[src/rtl/enc_pkg.sv]
// Shared definitions for the 8-to-3 serializing encoder: FSM states,
// fixed widths and a popcount helper used on the load path.
package enc_pkg;

   localparam int N  = 8;
   localparam int AW = 3;

   typedef enum logic {
      ST_IDLE = 1'b0,
      ST_BUSY = 1'b1
   } state_t;

   // Number of set bits in an 8-bit request vector (0..8).
   function automatic logic [AW:0] popcount8(input logic [N-1:0] v);
      logic [AW:0] c;
      c = '0;
      for (int i = 0; i < N; i++) begin
         c = c + {{AW{1'b0}}, v[i]};
      end
      return c;
   endfunction

endpackage

[src/rtl/pri_enc8.sv]
// Combinational 8-bit priority encoder. HI_FIRST selects whether the
// highest or the lowest set bit wins; any_o flags a non-zero vector.
module pri_enc8 #(
   parameter bit HI_FIRST = 1'b1
) (
   input  logic [7:0] vec_i,
   output logic [2:0] idx_o,
   output logic       any_o
);

   // Scan in ascending or descending order so the last hit is the winner.
   always_comb begin
      idx_o = 3'd0;
      any_o = |vec_i;
      if (HI_FIRST) begin
         for (int i = 0; i < 8; i++) begin
            if (vec_i[i]) idx_o = 3'(i);
         end
      end else begin
         for (int i = 7; i >= 0; i--) begin
            if (vec_i[i]) idx_o = 3'(i);
         end
      end
   end

endmodule

[src/rtl/enc_serializer_8to3.sv]
// Captures a multi-hot request vector and replays it as a stream of
// binary indices, one per V/RDY handshake, in priority order.
module enc_serializer_8to3
   import enc_pkg::*;
#(
   parameter bit HI_FIRST = 1'b1
) (
   input  logic          clk,
   input  logic          rst,
   input  logic          E,
   input  logic          LD,
   input  logic [N-1:0]  D,
   output logic          LD_RDY,
   output logic [AW-1:0] Y,
   output logic          V,
   input  logic          RDY,
   output logic [AW:0]   PCNT,
   output logic          DONE
);

   state_t        state_q, state_d;
   logic [N-1:0]  pend_q, pend_d;
   logic [AW-1:0] y_q, y_d;
   logic          v_q, v_d;
   logic [AW:0]   pcnt_q, pcnt_d;
   logic          done_q, done_d;

   logic [N-1:0]  pend_clr;
   logic [AW-1:0] ld_idx, nx_idx;
   logic          ld_any, nx_any;

   // Pending set as it would look once the current index is accepted.
   assign pend_clr = pend_q & ~(8'b1 << y_q);

   pri_enc8 #(.HI_FIRST(HI_FIRST)) u_ld_enc (
      .vec_i (D),
      .idx_o (ld_idx),
      .any_o (ld_any)
   );

   pri_enc8 #(.HI_FIRST(HI_FIRST)) u_nx_enc (
      .vec_i (pend_clr),
      .idx_o (nx_idx),
      .any_o (nx_any)
   );

   // Next-state logic: load in IDLE, serve/stall/freeze in BUSY.
   always_comb begin
      state_d = state_q;
      pend_d  = pend_q;
      y_d     = y_q;
      v_d     = v_q;
      pcnt_d  = pcnt_q;
      done_d  = 1'b0;
      case (state_q)
         ST_IDLE: begin
            if (E && LD && ld_any) begin
               pend_d  = D;
               pcnt_d  = popcount8(D);
               y_d     = ld_idx;
               v_d     = 1'b1;
               state_d = ST_BUSY;
            end
         end
         ST_BUSY: begin
            if (!E) begin
               v_d = 1'b0;
            end else if (v_q && RDY) begin
               pend_d = pend_clr;
               pcnt_d = pcnt_q - 4'd1;
               if (nx_any) begin
                  y_d = nx_idx;
               end else begin
                  y_d     = '0;
                  v_d     = 1'b0;
                  done_d  = 1'b1;
                  state_d = ST_IDLE;
               end
            end else if (!v_q) begin
               // Enable returned: re-present the held index.
               v_d = 1'b1;
            end
         end
         default: state_d = ST_IDLE;
      endcase
   end

   // State and output registers; reset aborts any sequence in flight.
   always_ff @(posedge clk) begin
      if (rst) begin
         state_q <= ST_IDLE;
         pend_q  <= '0;
         y_q     <= '0;
         v_q     <= 1'b0;
         pcnt_q  <= '0;
         done_q  <= 1'b0;
      end else begin
         state_q <= state_d;
         pend_q  <= pend_d;
         y_q     <= y_d;
         v_q     <= v_d;
         pcnt_q  <= pcnt_d;
         done_q  <= done_d;
      end
   end

   assign LD_RDY = (state_q == ST_IDLE);
   assign Y      = y_q;
   assign V      = v_q;
   assign PCNT   = pcnt_q;
   assign DONE   = done_q;

endmodule

[config.mk]
export PLATFORM = sky130hd
export DESIGN_NAME = enc_serializer_8to3
export DESIGN_NICKNAME = d
export VERILOG_FILES = /design/src/rtl/enc_pkg.sv /design/src/rtl/pri_enc8.sv /design/src/rtl/enc_serializer_8to3.sv
export SDC_FILE = /design/constraint.sdc
export NUM_CORES = 1
export LEC_CHECK = 0
export ABC_CLOCK_PERIOD_IN_PS = 3400
export CELL_PAD_IN_SITES_DETAIL_PLACEMENT = 1
export CELL_PAD_IN_SITES_GLOBAL_PLACEMENT = 1
export CORE_ASPECT_RATIO = 0.9
export CORE_MARGIN = 3
export CORE_UTILIZATION = 35
export CTS_CLUSTER_DIAMETER = 100
export DETAILED_ROUTE_END_ITERATION = 8
export GPL_ROUTABILITY_DRIVEN = 0
export HOLD_SLACK_MARGIN = 0.06
export PLACE_DENSITY_LB_ADDON = 0.1
export SLEW_MARGIN = 10
export SYNTH_ARGS = -nofsm -noshare
export SYNTH_HDL_FRONTEND = slang
export SYNTH_SLANG_ARGS = --single-unit
[constraint.sdc]
create_clock -name clk -period 3.4 [get_ports clk]
set_clock_uncertainty 0.2 [all_clocks]
set_input_delay 0.51 -clock clk [delete_from_list [all_inputs] [get_ports clk]]
set_output_delay 0.51 -clock clk [all_outputs]
set_load 0.05 [all_outputs]
==> impl_metrics.tcl, run 1 <==
set metrics [dict create \
    hold_viol 0 \
    crit_path_start_kind "primary input" \
    n_antenna_cell 0 \
    drc 0 \
    final_core_util_pct 48.00 \
    power_density_nw_per_um2 397.1 \
    peakVddDrop_mv 0.2379 \
    synth_area_leaders "dfxtp_1 (27%), a21oi_1 (6.8%), nand2_1 (6.2%)" \
    worstPathRequired_ns 3.38 \
    rsz0062_at_grt "no" \
    syn_area_um2 1330 \
    ios 23 \
    htree_levels 1 \
    avgSynthCellArea_um2 7.964 \
    cp_data_arrival_time_ns 3.25 \
    place_inst 234 \
    clk_latency_ns 0.26 \
    port_buffers 22 \
    die_x_um 70.98 \
    ys_types 46 \
    cp-end-kind "register" \
    hp-start "pend_q[0]$_SDFFE_PP0P_" \
    start_util_pct 37.96 \
    grt_first_pass_wirelength_mm 7.162 \
    wl_per_cell_um 17.70 \
    yosysWarnings 0 \
    area_delta_synth_final_pct 26.43 \
    core_region_area_um2 3503 \
    clock_sinks 18 \
    die_h_um 64.48 \
    dp_hpwl_mm 3.157 \
    dpl-instance-area_um2 1633 \
    gr-total-overflow 0 \
    r2r-start "Y[0]$_SDFFE_PP0P_" \
    worst_pin_slew_ns 0.7524 \
    grt_pass1_vias 1423 \
    num_vias 1356 \
    synth_seq_cells 18 \
    fmax_mhz 305.5 \
    clkTransAtPathRegs_ns 0.07 \
    slowest_delay_ns 0.54 \
    clockRootBuffer "clkbuf_8" \
    crit_type "primary input to register" \
    fin_area_um2 1682 \
    grt_max_degree 19 \
    synthArstFlopShare_pct 0 \
    dieArea_um2 4577 \
    synth-main-ff-cell "dfxtp_1" \
    cp_common_cell "fa_1" \
    finalWirelength_mm 4.213 \
    yosysTopAreaCellShare_pct 27.09 \
    clock_path_buffers 2 \
    outcome "completed" \
    routed_via_density 5.697 \
    drtPass1Iterations 4 \
    syn_nets 189 \
    drive_above_1_share_pct 15.46 \
    crit_chain "buf_2 -> fa_1 -> inv_1 -> fa_1 -> fa_1 -> inv_1 -> ha_2 -> inv_2 -> fa_2 -> xor2_1 -> o22ai_1 -> nand2_1 -> a21oi_1" \
    cts_tree "done" \
    total_power_mw 0.6677 \
    p_leak_nw 0.6146 \
    drtIter0Drc 81 \
    setup_violations 0 \
    final_antenna_net_count 0 \
    synth_top_area_cell "dfxtp_1" \
    cp-startpoint "D[3]" \
    min_path_type "register to register" \
    numCtsBuffers 3 \
    track_usage_pct 19.73 \
    synth_common_cells "nand2_1 (22), a21oi_1 (18), dfxtp_1 (18)" \
    fp-row-count 20 \
    synth_edf_count 0 \
    cp_slowest_cell "fa_1" \
    cp_max_fo 2 \
    fin_crit_sh_pct 96.27 \
    fin_nets 217 \
    slew_viol_final 0 \
    synthCells 167 \
    final_cells 238 \
    relSlewSlack_pct 49.68 \
    postCtsSetupBuffers 0 \
    synth.most_common_cell "nand2_1" \
    finalCriticalPeriod_ns 3.273 \
    ys_seq_area_share_pct 27.09 \
    hold_buffers 0 \
    grt_antenna_before_repair 0 \
    cap_violations 0 \
]
## path summary, 6_finish.rpt
kind / to / slack [ns] / cells after the start
max: PCNT[2]$_SDFFE_PP0P_ / 0.13 / 13
min: pend_q[0]$_SDFFE_PP0P_ / 0.29 / 2
max reg2reg: Y[0]$_SDFFE_PP0P_ / 1.04 / 5
min reg2reg: pend_q[0]$_SDFFE_PP0P_ / 0.29 / 2
## final cells by class
cell class                 count  area [um2]
sequential                    18       360.3
timing repair buffer          31       272.8
tap                           44       55.05
fill                         437        1822
multi-input combinational    125       878.3
inverter                      16       60.06
clock buffer                   4       55.05
## per-layer routing
| layer | share of wire (%) | global-route usage (%) | vias up | routed length, um |
|---|---|---|---|---|
| li1 | - | - | 658 | - |
| met1 | 47 | 25.43 | 664 | 1983 |
| met5 | 0 | 0 | - | 0 |
| met4 | 1.4 | 5.164 | 0 | 60 |
| met3 | 3.4 | 4.651 | 6 | 143 |
| met2 | 48 | 33.10 | 28 | 2026 |
## critical path: cells and delay by family
| family | cells | cell delay (ns) |
|---|---|---|
| AND/OR/NAND/NOR | 1 | 0.07 |
| adder cells (fa/ha/maj) | 5 | 1.96 |
| XOR/XNOR | 1 | 0.15 |
| buffers and inverters | 4 | 0.28 |
| AO/OA/AOI/OAI | 2 | 0.25 |
## through the flow
stage               TNS (ns)  hold slack, ns  worst slack (ns)
detailed placement    -1.257          0.2739           -0.5434
finish                     0          0.2923            0.1269
global placement      -1.055          0.2642           -0.4403
global route               0          0.3239           0.02324
floorplan                  0          0.2476            0.1427
CTS                        0          0.2900           0.01875
## state kept, by name, indices dropped and copies added (netlist names)
name and flops:
PCNT 4, DONE 1, state_q 1, pend_q 8
V 1, Y 3
## cell families (layout without fill, tap and decap cells)
| kind of cell | Yosys count | after routing | synth area share [%] |
|---|---|---|---|
| AO/OA/AOI/OAI | 48 | 48 | 25.21 |
| XOR/XNOR | 2 | 2 | 1.317 |
| adder cells (fa/ha/maj) | 9 | 9 | 10.72 |
| buffers and inverters | 24 | 51 | 7.525 |
| flip-flops | 18 | 18 | 27.09 |
| multiplexers | 4 | 4 | 3.292 |
| AND/OR/NAND/NOR | 62 | 62 | 24.84 |
## cell usage in the layout (no fill, tap or decap), types with 3 or more instances in the layout
cell type and instances:
o21ai_0 5, buf_4 9, nand3_1 6, mux2_2 3, o311ai_0 4, o211ai_1 3
o22ai_1 4, a21oi_1 17, ha_1 4, nor2_1 7, buf_2 3, nor3_1 8
clkbuf_8 4, inv_1 15, nand2b_1 5, clkdlybuf4s50_1 19, fa_1 3, nand2_1 22
dfxtp_1 18
## where the power goes
group	switching, mW	internal (mW)	total (mW)
combinational	0.139	0.0996	0.239
sequential	0.0237	0.225	0.249
clock	0.0771	0.103	0.180
## what timing repair did
action	4_1_cts	5_1_grt
pin swaps	6	5
cloned	0	0
setup endpoints to repair	2	2
resized for setup	15	1
(Power assumes the default switching activity.)
==> inputs of run 2 (changes only) <==
Settings changed: ABC_CLOCK_PERIOD_IN_PS 3400 to 4100, CORE_UTILIZATION 35 to 41, MAX_ROUTING_LAYER set to met4.
Clock period 3.4 ns to 4.1 ns, I/O delays scaled along.
==> run 2 against run 1 <==
Effect of this change:
- clock power down 37%
- utilization up 6.8 points
- critical path type unchanged
- sequential share of layout area up 1.0 points
- design area down 4.6%
==> impl_metrics.tcl, run 2 (synthesis gave the netlist of run 1 again) <==
set metrics [dict create \
    relSlewSlack_pct 47.61 \
    wl_per_cell_um 18.06 \
    drc 0 \
    cp-end-kind "register" \
    top_register "pend_q" \
    p_leak_nw 0.5702 \
    crit_path_start_kind "primary input" \
    slew_viol_final 0 \
    crit_chain "clkdlybuf4s50_1 -> fa_1 -> inv_1 -> fa_1 -> fa_1 -> inv_1 -> ha_1 -> inv_1 -> fa_1 -> xor2_1 -> o22ai_1 -> nand2_1 -> a21oi_1" \
    cts_tree "done" \
    fmax_mhz 267.1 \
    area_delta_synth_final_pct 20.60 \
    n_antenna_cell 0 \
    outcome "completed" \
    ff2ff_path_depth 4 \
    clock_sinks 18 \
    largest_reg_flops 8 \
    top_layer "met4" \
    ff_latch_area_um2 360.3 \
    finalWirelength_mm 4.082 \
    clkTransAtPathRegs_ns 0.11 \
    final_cell_mix "nand2_1 (22), clkdlybuf4s50_1 (22), dfxtp_1 (18), a21oi_1 (18), inv_1 (16)" \
    dpl-instance-area_um2 1568 \
    fp-row-count 18 \
    met3_length_um 141 \
    peakVddDrop_mv 0.2195 \
    grt_pass1_vias 1334 \
    grt_first_pass_wirelength_mm 6.872 \
    r2r-start "state_q$_SDFF_PP0_" \
    grt_antenna_before_repair 0 \
    fin_ws_ns 0.3554 \
    num_vias 1327 \
    drtIter0Drc 49 \
    wl_met1_mm 1.800 \
    numCtsBuffers 3 \
    track_usage_pct 23.95 \
    holdPathStages 2 \
    cp_data_arrival_time_ns 3.77 \
    clockRootBuffer "clkbuf_4" \
    r2r_slack_ns 1.69 \
    fin_area_um2 1604 \
    clock_path_buffers 2 \
    setup_violations 0 \
    final_cells 226 \
    worstPathRequired_ns 4.13 \
    fin_nets 209 \
    fin_setup_tns_ns 0 \
    final_antenna_net_count 0 \
    min_path_type "register to register" \
    cp_max_fo 3 \
    fin_crit_sh_pct 91.33 \
    cap_violations 0 \
    die_h_um 60.03 \
    worst_pin_slew_ns 0.7848 \
    rsz0062_at_grt "no" \
    hp-start "pend_q[0]$_SDFFE_PP0P_" \
    ios 23 \
    place_inst 222 \
    dieArea_um2 3964 \
    routed_via_density 5.872 \
    worstReg2RegEnd "pend_q[0]$_SDFFE_PP0P_" \
    crit_type "primary input to register" \
    multi_input_area_um2 869.6 \
    core_region_area_um2 2928 \
    clk_latency_ns 0.30 \
    cp_common_cell "fa_1" \
    final_core_util_pct 54.79 \
    hold_buffers 0 \
    num-fill-cells 371 \
    postCtsSetupBuffers 0 \
    drtPass1Iterations 4 \
    gr-total-overflow 0 \
    wl_met2_mm 2.131 \
    port_buffers 22 \
    pre_cts_slack_ns 0.03347 \
    hold_viol 0 \
    slowest_delay_ns 0.57 \
    grt_max_degree 19 \
    dp_hpwl_mm 3.139 \
    cts_resized 0 \
    cp_slowest_cell "fa_1" \
    drive_above_1_share_pct 8.065 \
    holdPathEnd "pend_q[0]$_SDFFE_PP0P_" \
    die_x_um 66.04 \
    start_util_pct 45.43 \
    htree_levels 1 \
    finalCriticalPeriod_ns 3.745 \
    power_density_nw_per_um2 314.5 \
]
[run 2: cell count changes in the layout (fill, tap and decap cells not counted)]
cell and change:
ha_1 +1, clkbuf_8 -3, a21oi_1 +1, fa_1 +1, fa_2 -1, inv_1 +1
ha_2 -1, inv_2 -1, a21oi_2 -1, clkdlybuf4s50_1 +3, buf_4 -8, clkbuf_4 +3
buf_2 -3
[run 2: worst max-delay path by stage]
stage,start,end,slack [ns],cells after the start
detailed placement,D[0],PCNT[2]$_SDFFE_PP0P_,0.03,13
global route,D[0],PCNT[2]$_SDFFE_PP0P_,0.19,13
global placement,D[0],PCNT[2]$_SDFFE_PP0P_,0.15,13
CTS,D[0],PCNT[2]$_SDFFE_PP0P_,0.34,13
floorplan,D[0],PCNT[2]$_SDFFE_PP0P_,0.74,12
finish,D[0],PCNT[2]$_SDFFE_PP0P_,0.36,13
[run 2: worst max-delay path, delay by kind of cell]
| kind | cells | cell delay [ns] |
|---|---|---|
| compound gates | 2 | 0.25 |
| xor+xnor | 1 | 0.15 |
| fa+ha+maj | 5 | 2.02 |
| buf+inv | 4 | 0.66 |
| simple gates | 1 | 0.07 |
[run 2: cell type report]
cell class                 count  share of cell area [%]
timing repair buffer          23                   14.20
sequential                    18                   22.46
multi-input combinational    125                   54.21
inverter                      16                   3.744
tap                           40                   3.120
clock buffer                   4                   2.262
[run 2: stage by stage]
stage	hold WS, ns	power (mW)
after detailed placement	0.2958	0.3929
after CTS	0.3119	0.5054
final	0.3073	0.5045
after global routing	0.3353	0.5380
after global placement	0.2614	0.3845
after floorplan	0.2476	0.3320
[run 2: routing by layer]
layer	up-vias	global-route usage, %
met4	0	3.188
met5	-	-
met2	26	42.86
met1	654	28.97
met3	2	4.323
li1	645	-
[run 2: power by group]
group,internal (mW),switching (mW),leakage (nW)
registers,0.186,0.0243,0.147
clock network,0.0542,0.0594,0.0210
logic,0.0755,0.105,0.402
==> inputs of run 3 (changes only) <==
Settings changed: CORE_MARGIN 3 to 5.
==> run 3 against run 2 <==
Effect of this change:
- sequential share of layout area increased by 0.27 points
- clock power decreased by 23%
- non-clock buffer count decreased by 1
- critical path type unchanged
- critical endpoint is now PCNT[1]$_SDFFE_PP0P_
- largest cell class unchanged
- largest power group unchanged
- highest routed layer unchanged
==> impl_metrics.tcl, run 3 (synthesis gave the netlist of run 1 again) <==
set metrics [dict create \
    cp-end-kind "register" \
    worst_pin_slew_ns 0.7464 \
    min_path_type "register to register" \
    numCtsBuffers 3 \
    cp_common_cell "fa_1" \
    hold_buffers 0 \
    drtIter0Drc 77 \
    area_delta_synth_final_pct 19.19 \
    cp_slowest_cell "fa_1" \
    rsz0062_at_grt "no" \
    crit_family "adder cells" \
    outcome "completed" \
    pwr-share-clk_pct 18.4 \
    final_cell_mix "nand2_1 (22), clkdlybuf4s50_1 (22), dfxtp_1 (18), a21oi_1 (18), inv_1 (16)" \
    top_register "pend_q" \
    dieArea_um2 4484 \
    ios 23 \
    worstPathRequired_ns 4.11 \
    num_vias 1323 \
    start_util_pct 43.04 \
    place_inst 223 \
    cts_resized 0 \
    final_cells 226 \
    clockRootBuffer "clkbuf_4" \
    fin_crit_sh_pct 91.31 \
    finalWirelength_mm 3.957 \
    crit_path_start_kind "primary input" \
    fmax_mhz 267.1 \
    gr-total-overflow 0 \
    die_x_um 70.04 \
    grt_max_degree 19 \
    slowest_delay_ns 0.56 \
    relSlewSlack_pct 50.17 \
    clkTransAtPathRegs_ns 0.10 \
    clock_sinks 18 \
    wl_per_cell_um 17.51 \
    setup_violations 0 \
    track_usage_pct 19.77 \
    net-switching-power_mw 0.1808 \
    crit_buf_inv 4 \
    core_region_area_um2 3090 \
    slew_viol_final 0 \
    final_antenna_net_count 0 \
    sw_frac_of_total_pct 37.94 \
    drive_above_1_share_pct 7.065 \
    dp_hpwl_mm 3.035 \
    postCtsSetupBuffers 0 \
    routed_via_density 5.854 \
    fin_nets 208 \
    hold_viol 0 \
    p_int_mw 0.2957 \
    drc 0 \
    clk_latency_ns 0.29 \
    peakVddDrop_mv 0.1993 \
    largest_reg_flops 8 \
    port_buffers 22 \
    htree_levels 1 \
    dpl-instance-area_um2 1563 \
    p_comb_share_pct 37.6 \
    crit_type "primary input to register" \
    crit_chain "clkdlybuf4s50_1 -> fa_1 -> inv_1 -> fa_1 -> fa_1 -> inv_1 -> ha_1 -> inv_1 -> fa_1 -> mux2i_1 -> nand2_1 -> a21oi_1" \
    drtPass1Iterations 4 \
    num-fill-cells 390 \
    grt_pass1_vias 1453 \
    cts_tree "done" \
    seqPwrFrac_pct 44.0 \
    n_antenna_cell 0 \
    die_h_um 64.03 \
    fin_area_um2 1585 \
    cp_max_fo 3 \
    final_core_util_pct 51.30 \
    fp-row-count 19 \
    power_density_nw_per_um2 300.6 \
    grt_first_pass_wirelength_mm 6.906 \
    finalCriticalPeriod_ns 3.744 \
    grt_antenna_before_repair 0 \
    cap_violations 0 \
    p_leak_nw 0.5582 \
    fin_setup_tns_ns 0 \
    clock_path_buffers 2 \
    cp_data_arrival_time_ns 3.76 \
]
run 3: through the flow:
stage	hold WS (ns)	worst slack, ns	total power, mW
5_1_grt	0.3325	0.2191	0.5106
4_1_cts	0.2937	0.3297	0.4851
3_5_place_dp	0.2783	0.02705	0.3938
3_3_place_gp	0.2610	0.1375	0.3851
2_1_floorplan	0.2476	0.7377	0.3320
6_report	0.2970	0.3562	0.4765
run 3: power by group through the flow:
stage,Clock [mW],Combinational (mW),Sequential (mW)
6_report,0.0874,0.179,0.210
3_5_place_dp,0,0.181,0.213
5_1_grt,0.0981,0.199,0.213
4_1_cts,0.0935,0.182,0.210
2_1_floorplan,0,0.107,0.225
3_3_place_gp,0,0.173,0.212
run 3: per-layer routing:
layer	vias up	track usage, %	routed length [um]
li1	637	-	-
met3	2	4.545	138
met4	0	3.589	19
met2	23	36.32	2033
met1	661	22.09	1766
met5	-	-	0
run 3: worst reg2reg max path, delay by kind of cell (launching register included):
family / cells / cell delay, ns
simple gates: 3 / 1.21
flops: 1 / 0.82
compound gates: 1 / 0.07
run 3: cell type report:
class	count	area (um2)	area share (%)
Clock buffer	3	22.52	1.421
Inverter	16	60.06	3.788
Multi-Input combinational cell	125	869.6	54.85
Sequential cell	18	360.3	22.73
Tap cell	42	52.55	3.315
Timing Repair Buffer	22	220.2	13.89
run 3: worst paths after layout:
check / start / to / slack, ns / depth (start not counted)
max: D[0] / PCNT[1]$_SDFFE_PP0P_ / 0.36 / 12
max reg2reg: state_q$_SDFF_PP0_ / pend_q[0]$_SDFFE_PP0P_ / 1.66 / 4
min reg2reg: pend_q[0]$_SDFFE_PP0P_ / pend_q[0]$_SDFFE_PP0P_ / 0.30 / 2
min: pend_q[0]$_SDFFE_PP0P_ / pend_q[0]$_SDFFE_PP0P_ / 0.30 / 2
